## src/rtl/multi_issue_scoreboard.sv

```systemverilog
// Multi-issue in-order scoreboard: issues tracked entries, collects writebacks and retires in order.
// Optional MULTI_ISSUE_SB_WB_BYPASS_EN lets a same-cycle writeback make the head entries commit-visible.
module multi_issue_scoreboard #(
  parameter int  NR_ENTRIES = 8,
  parameter int  NR_ISSUE   = 2,
  parameter int  NR_COMMIT  = 2,
  parameter int  NR_WB      = 4,
  localparam int IDW        = $clog2(NR_ENTRIES)
) (
  input  logic                    clk_i,
  input  logic                    rst_i,
  input  logic                    flush_i,
  input  logic [NR_ISSUE-1:0]     issue_valid_i,
  input  logic [NR_ISSUE*5-1:0]   issue_rd_i,
  output logic [NR_ISSUE-1:0]     issue_ready_o,
  output logic [NR_ISSUE*IDW-1:0] issue_id_o,
  input  logic [NR_WB-1:0]        wb_valid_i,
  input  logic [NR_WB*IDW-1:0]    wb_id_i,
  input  logic [NR_WB-1:0]        wb_ex_i,
  output logic [NR_COMMIT-1:0]    commit_valid_o,
  output logic [NR_COMMIT*IDW-1:0] commit_id_o,
  output logic [NR_COMMIT*5-1:0]  commit_rd_o,
  output logic [NR_COMMIT-1:0]    commit_ex_o,
  input  logic [NR_COMMIT-1:0]    commit_ack_i,
  output logic [31:0]             rd_busy_o,
  output logic                    full_o,
  output logic [IDW:0]            count_o
);

  logic [NR_ENTRIES-1:0] issued_q, done_q, ex_q;
  logic [4:0]            rd_q [NR_ENTRIES];
  logic [IDW-1:0]        issue_ptr_q, commit_ptr_q;
  logic [IDW:0]          count_q;

  logic [IDW+1:0]        free_slots;
  logic [NR_ISSUE-1:0]   accept;
  logic [IDW-1:0]        aidx [NR_ISSUE];
  logic [IDW:0]          n_accept;
  logic [NR_ENTRIES-1:0] wb_hit, wb_ex_hit;
  logic [IDW-1:0]        cidx [NR_COMMIT];
  logic [NR_COMMIT-1:0]  retire;
  logic [IDW:0]          n_retire;
  logic                  acc_chain, vld_chain, ret_chain, eff_done, eff_ex;

  // Readiness uses only the registered count, so a same-cycle commit never frees issue space.
  always_comb begin
    free_slots = (IDW+2)'(NR_ENTRIES) - {1'b0, count_q};
    acc_chain  = 1'b1;
    n_accept   = '0;
    for (int i = 0; i < NR_ISSUE; i++) begin
      issue_ready_o[i]           = free_slots > (IDW+2)'(i);
      acc_chain                  = acc_chain & issue_valid_i[i] & issue_ready_o[i];
      accept[i]                  = acc_chain;
      n_accept                   = n_accept + (IDW+1)'(acc_chain);
      aidx[i]                    = issue_ptr_q + IDW'(i);
      issue_id_o[i*IDW +: IDW]   = aidx[i];
    end
  end

  // Several writeback ports may target one id; their exception flags are OR-ed.
  always_comb begin
    wb_hit    = '0;
    wb_ex_hit = '0;
    for (int e = 0; e < NR_ENTRIES; e++) begin
      for (int w = 0; w < NR_WB; w++) begin
        if (wb_valid_i[w] && wb_id_i[w*IDW +: IDW] == IDW'(e) && issued_q[e]) begin
          wb_hit[e]    = 1'b1;
          wb_ex_hit[e] = wb_ex_hit[e] | wb_ex_i[w];
        end
      end
    end
  end

  always_comb begin
    vld_chain = 1'b1;
    ret_chain = 1'b1;
    n_retire  = '0;
    eff_done  = 1'b0;
    eff_ex    = 1'b0;
    for (int k = 0; k < NR_COMMIT; k++) begin
      cidx[k] = commit_ptr_q + IDW'(k);
`ifdef MULTI_ISSUE_SB_WB_BYPASS_EN
      eff_done = done_q[cidx[k]] | wb_hit[cidx[k]];
      eff_ex   = ex_q[cidx[k]] | wb_ex_hit[cidx[k]];
`else
      eff_done = done_q[cidx[k]];
      eff_ex   = ex_q[cidx[k]];
`endif
      vld_chain                 = vld_chain & issued_q[cidx[k]] & eff_done;
      commit_valid_o[k]         = vld_chain;
      commit_ex_o[k]            = eff_ex;
      commit_id_o[k*IDW +: IDW] = cidx[k];
      commit_rd_o[k*5 +: 5]     = rd_q[cidx[k]];
      ret_chain                 = ret_chain & commit_ack_i[k] & vld_chain;
      retire[k]                 = ret_chain;
      n_retire                  = n_retire + (IDW+1)'(ret_chain);
    end
  end

  // Busy vector is derived from registered entry state only, never from this cycle's inputs.
  always_comb begin
    rd_busy_o = '0;
    for (int e = 0; e < NR_ENTRIES; e++) begin
      if (issued_q[e]) rd_busy_o[rd_q[e]] = 1'b1;
    end
    rd_busy_o[0] = 1'b0;
  end

  assign full_o  = (count_q == (IDW+1)'(NR_ENTRIES));
  assign count_o = count_q;

  // NOTE: sequential state uses non-blocking assignments only; later assignments in this
  // block (retire, then accept) intentionally override earlier ones for the same entry.
  always_ff @(posedge clk_i) begin
    if (rst_i || flush_i) begin
      issued_q     <= '0;
      done_q       <= '0;
      ex_q         <= '0;
      issue_ptr_q  <= '0;
      commit_ptr_q <= '0;
      count_q      <= '0;
    end else begin
      for (int e = 0; e < NR_ENTRIES; e++) begin
        if (wb_hit[e]) begin
          done_q[e] <= 1'b1;
          ex_q[e]   <= ex_q[e] | wb_ex_hit[e];
        end
      end
      for (int k = 0; k < NR_COMMIT; k++) begin
        if (retire[k]) begin
          issued_q[cidx[k]] <= 1'b0;
          done_q[cidx[k]]   <= 1'b0;
          ex_q[cidx[k]]     <= 1'b0;
        end
      end
      for (int i = 0; i < NR_ISSUE; i++) begin
        if (accept[i]) begin
          issued_q[aidx[i]] <= 1'b1;
          done_q[aidx[i]]   <= 1'b0;
          ex_q[aidx[i]]     <= 1'b0;
        end
      end
      issue_ptr_q  <= issue_ptr_q + n_accept[IDW-1:0];
      commit_ptr_q <= commit_ptr_q + n_retire[IDW-1:0];
      count_q      <= count_q + n_accept - n_retire;
    end
  end

  // NOTE: the destination-register array carries no reset; it is only meaningful while
  // the matching issued bit is set, and that bit is what reset clears.
  always_ff @(posedge clk_i) begin
    if (!rst_i && !flush_i) begin
      for (int i = 0; i < NR_ISSUE; i++) begin
        if (accept[i]) rd_q[aidx[i]] <= issue_rd_i[i*5 +: 5];
      end
    end
  end

endmodule

```

## config.mk

```make
export PLATFORM = sky130hd
export DESIGN_NAME = multi_issue_scoreboard
export DESIGN_NICKNAME = d
export VERILOG_FILES = /design/src/rtl/multi_issue_scoreboard.sv
export SDC_FILE = /design/constraint.sdc
export NUM_CORES = 1
export LEC_CHECK = 0
export CAP_MARGIN = 15
export CELL_PAD_IN_SITES_DETAIL_PLACEMENT = 0
export CELL_PAD_IN_SITES_GLOBAL_PLACEMENT = 1
export CORE_ASPECT_RATIO = 1.75
export CORE_MARGIN = 3
export CORE_UTILIZATION = 39
export CTS_CLUSTER_DIAMETER = 80
export DETAILED_ROUTE_END_ITERATION = 8
export MAX_ROUTING_LAYER = met4
export PLACE_DENSITY_LB_ADDON = 0.08
export SLEW_MARGIN = 0
export SYNTH_ARGS = -nofsm -noshare
export SYNTH_HDL_FRONTEND = slang
export SYNTH_SLANG_ARGS = --single-unit
```

## constraint.sdc

```tcl
create_clock -name clk_i -period 3.2 [get_ports clk_i]
set_input_delay 0.32 -clock clk_i [delete_from_list [all_inputs] [get_ports clk_i]]
set_output_delay 0.32 -clock clk_i [all_outputs]
set_load 0.05 [all_outputs]
```

==> impl_metrics.tcl <==
set metrics [dict create \
    outcome "complete, but fails checks" \
    violations "setup timing" \
    fmax_mhz 309 \
    regToRegStartpoint "commit_ptr_q[0]" \
    hold_end "ex_q[6]" \
    r2r_setup_slack_ps 90 \
    drt_iter0_markers 1142 \
    yosysTopAreaCell "edfxtp_1" \
    h-tree-depth 3 \
    endpoint_kind "output port" \
    dieArea_mm2 0.0207 \
    clkLatencyLatePin_ps 350 \
    totalWireLength_um 37600 \
    drc 0 \
    cts_tree "yes" \
    design_power_total_uw 2970 \
    synth_area_mm2 0.00740 \
    fin_util_pct 51.6 \
    p_int_uw 2020 \
    die_w_um 110 \
    p_sw_uw 943 \
    fin_nets 1027 \
    ff2ff_path_depth 14 \
    rsz0062_at_grt "yes" \
    synth.distinct_cells 80 \
    hp-class "reg -> reg" \
    synth_common_cells "o22ai_1, nand2_1, clkbuf_1, nand3_1, nor2_1" \
    clkSinkCount 74 \
    pwr-share-comb_pct 26.6 \
    synthArstFlopShare_pct 0 \
    hpwl_um 27800 \
    core_mm2 0.0186 \
    worst_pin_slew_ps 945 \
    clkTransAtPathRegs_ps 60 \
    first_global_vias 8837 \
    clock-root-buffer "clkbuf_16" \
    clk_path_buf_depth 2 \
    synth_edf_count 40 \
    dp_slack_ps 16.0 \
    postSynthRegisterBits 74 \
    drv_slew 0 \
    reg2reg_to "count_o[3]" \
    peakVddDrop_uv 287 \
    grt_usage_pct 38.1 \
    seqPwrFrac_pct 35.9 \
    grt_pass1_wl_um 56000 \
    dp_cells 1171 \
    p_sw_share_pct 31.8 \
    period_minus_slack_ps 3240 \
    p_leak_uw 0.00327 \
    crit_type "reg -> out" \
    via_per_inst 7.18 \
    wire_per_inst_um 30.9 \
    nFillCells 1751 \
    gp_congestion 1.11 \
    crit_required_ps 2880 \
    rows 66 \
    synth_nets 914 \
    p_per_area_mw_per_mm2 310 \
    cts_buffers 9 \
    setup_slack_ps -36.5 \
    holdPathStages 2 \
    maxSlewHeadroom_pct 36.3 \
    setup_viol 1 \
    synth_flop_cell "edfxtp_1" \
    antenna_found_initial 0 \
    crit_path_start "rd_q[6][1]" \
    yosysWarnings 0 \
    yosysMostFrequentCell "o22ai_1" \
    synth_top_area_share_pct 16.2 \
    layout-drive-gt1-share_pct 24.3 \
    cp-start-kind "register" \
    grt_start_max_net_pins 27 \
    crit_path_max_fanout 8 \
    port_buffers 100 \
    clkPwrFrac_pct 37.5 \
    setup_tns_ps -36.5 \
    fin_skew_ps 8.29 \
    synth_area_leaders "edfxtp_1, o22ai_1, dfxtp_1" \
    die_h_um 188 \
    maxCapViolations 0 \
    floorplan.initialDensity_pct 39.8 \
    postCtsHoldBufs 0 \
    pin_count 102 \
    syn_area_per_cell_um2 8.60 \
    syn2layout_area_growth_pct 29.6 \
    synth_seq_area_share_pct 25.4 \
    cp.arrival_ps 2920 \
    drtAntennaViolNets 0 \
    hp-start "ex_q[6]" \
    vias 8742 \
    firstDrtPassIters 8 \
    finalNonFillerCells 1217 \
    syn_inst 860 \
    timing_hold_violations_final 0 \
    timing.final.crit_share_pct 101 \
    grt-ovfl-total 0 \
]
[cells by family (layout without fill, tap and decap cells)]
logic type      Yosys count  count (layout)  synth area share (%)
other cells               1               2                0.0507
xor+xnor                  6               6                 0.711
flops                    74              74                  25.4
fa+ha+maj                17              17                  3.28
compound gates          209             209                  19.7
mux                      72              72                  14.3
simple gates            378             378                  30.8
buf+inv                 103             221                  5.84
[routing by layer]
layer / wire length, µm / vias to the layer above / part of all wire (%) / global-route usage [%]
met5: 0 / - / 0 / -
met2: 19000 / 659 / 51 / 62.8
met1: 11300 / 4154 / 30 / 35.7
met3: 3140 / 277 / 8.4 / 10.0
met4: 4070 / 0 / 11 / 31.9
li1: - / 3652 / - / -
[worst max-delay path by stage]
stage | endpoint | slack (ps) | cells after the start
final | rd_busy_o[6] | -40 | 4
after detailed placement | count_o[3] | 20 | 14
after CTS | count_o[3] | 0.3 | 14
after floorplan | count_o[3] | -150 | 15
after global placement | count_o[3] | 10 | 14
after global routing | count_o[3] | -40 | 14
[cells in the final DEF, fill, tap and decap left out, types with 14 or more instances in the layout]
| cell type | Yosys | layout |
|---|---|---|
| o22ai_1 | 121 | 121 |
| clkdlybuf4s50_1 | 0 | 86 |
| buf_4 | 5 | 74 |
| nand2_1 | 63 | 62 |
| nand3_1 | 56 | 50 |
| nor2_1 | 46 | 46 |
| nand3b_1 | 42 | 42 |
| edfxtp_1 | 40 | 40 |
| or4_1 | 31 | 31 |
| mux2_2 | 33 | 31 |
| dfxtp_1 | 34 | 27 |
| nand4_1 | 26 | 26 |
| inv_1 | 25 | 23 |
| mux4_2 | 19 | 19 |
| or3b_2 | 18 | 18 |
| buf_12 | 0 | 16 |
| nor3_1 | 15 | 15 |
| a21oi_1 | 16 | 14 |
[flip-flops by register name (all words and copies together), names as in the netlist]
register      flops
rd_q             40
done_q            8
ex_q              8
issued_q          8
count_o           4
commit_ptr_q      3
issue_ptr_q       3
[power groups by stage]
stage          combinational [µW]  clock (µW)  sequential (µW)
2_1_floorplan                 454           0             1100
3_3_place_gp                  739           0             1090
3_5_place_dp                  748           0             1090
4_1_cts                       751        1140             1070
5_1_grt                       834        1170             1070
6_report                      790        1110             1060
[timing repair]
action                                  4_1_cts  5_1_grt
setup buffers                                 2       27
cloned                                        0        0
endpoints found under the hold margin         0        0
pin swaps                                     0       17
endpoints found under the setup margin        4       26
gates resized for setup                       2       17
[through the flow]
| stage | hold slack (ps) | area (µm²) |
|---|---|---|
| 2_1_floorplan | 478 | 7460 |
| 3_3_place_gp | 515 | 8820 |
| 3_5_place_dp | 519 | 8820 |
| 4_1_cts | 527 | 9180 |
| 5_1_grt | 567 | 9590 |
| 6_report | 528 | 9590 |
[layout make-up]
| type | instances | area [µm²] | area share [%] |
|---|---|---|---|
| clock buffer | 9 | 225 | 2.35 |
| timing repair buffer | 177 | 1750 | 18.2 |
| inverter | 28 | 118 | 1.23 |
| sequential | 74 | 1900 | 19.8 |
| multi-input combinational | 683 | 5200 | 54.2 |
| tap | 238 | 298 | 3.11 |
| antenna | 1 | 2.50 | 0.0261 |
| clock inverter | 7 | 101 | 1.06 |
[critical path, cell delays in order, from the launching register on]
cell	delay [ps]
edfxtp_1	500
nand3b_1	560
o22ai_1	210
or4_1	570
clkdlybuf4s50_1	730
No activity file was read; power rests on OpenSTA's default activity.
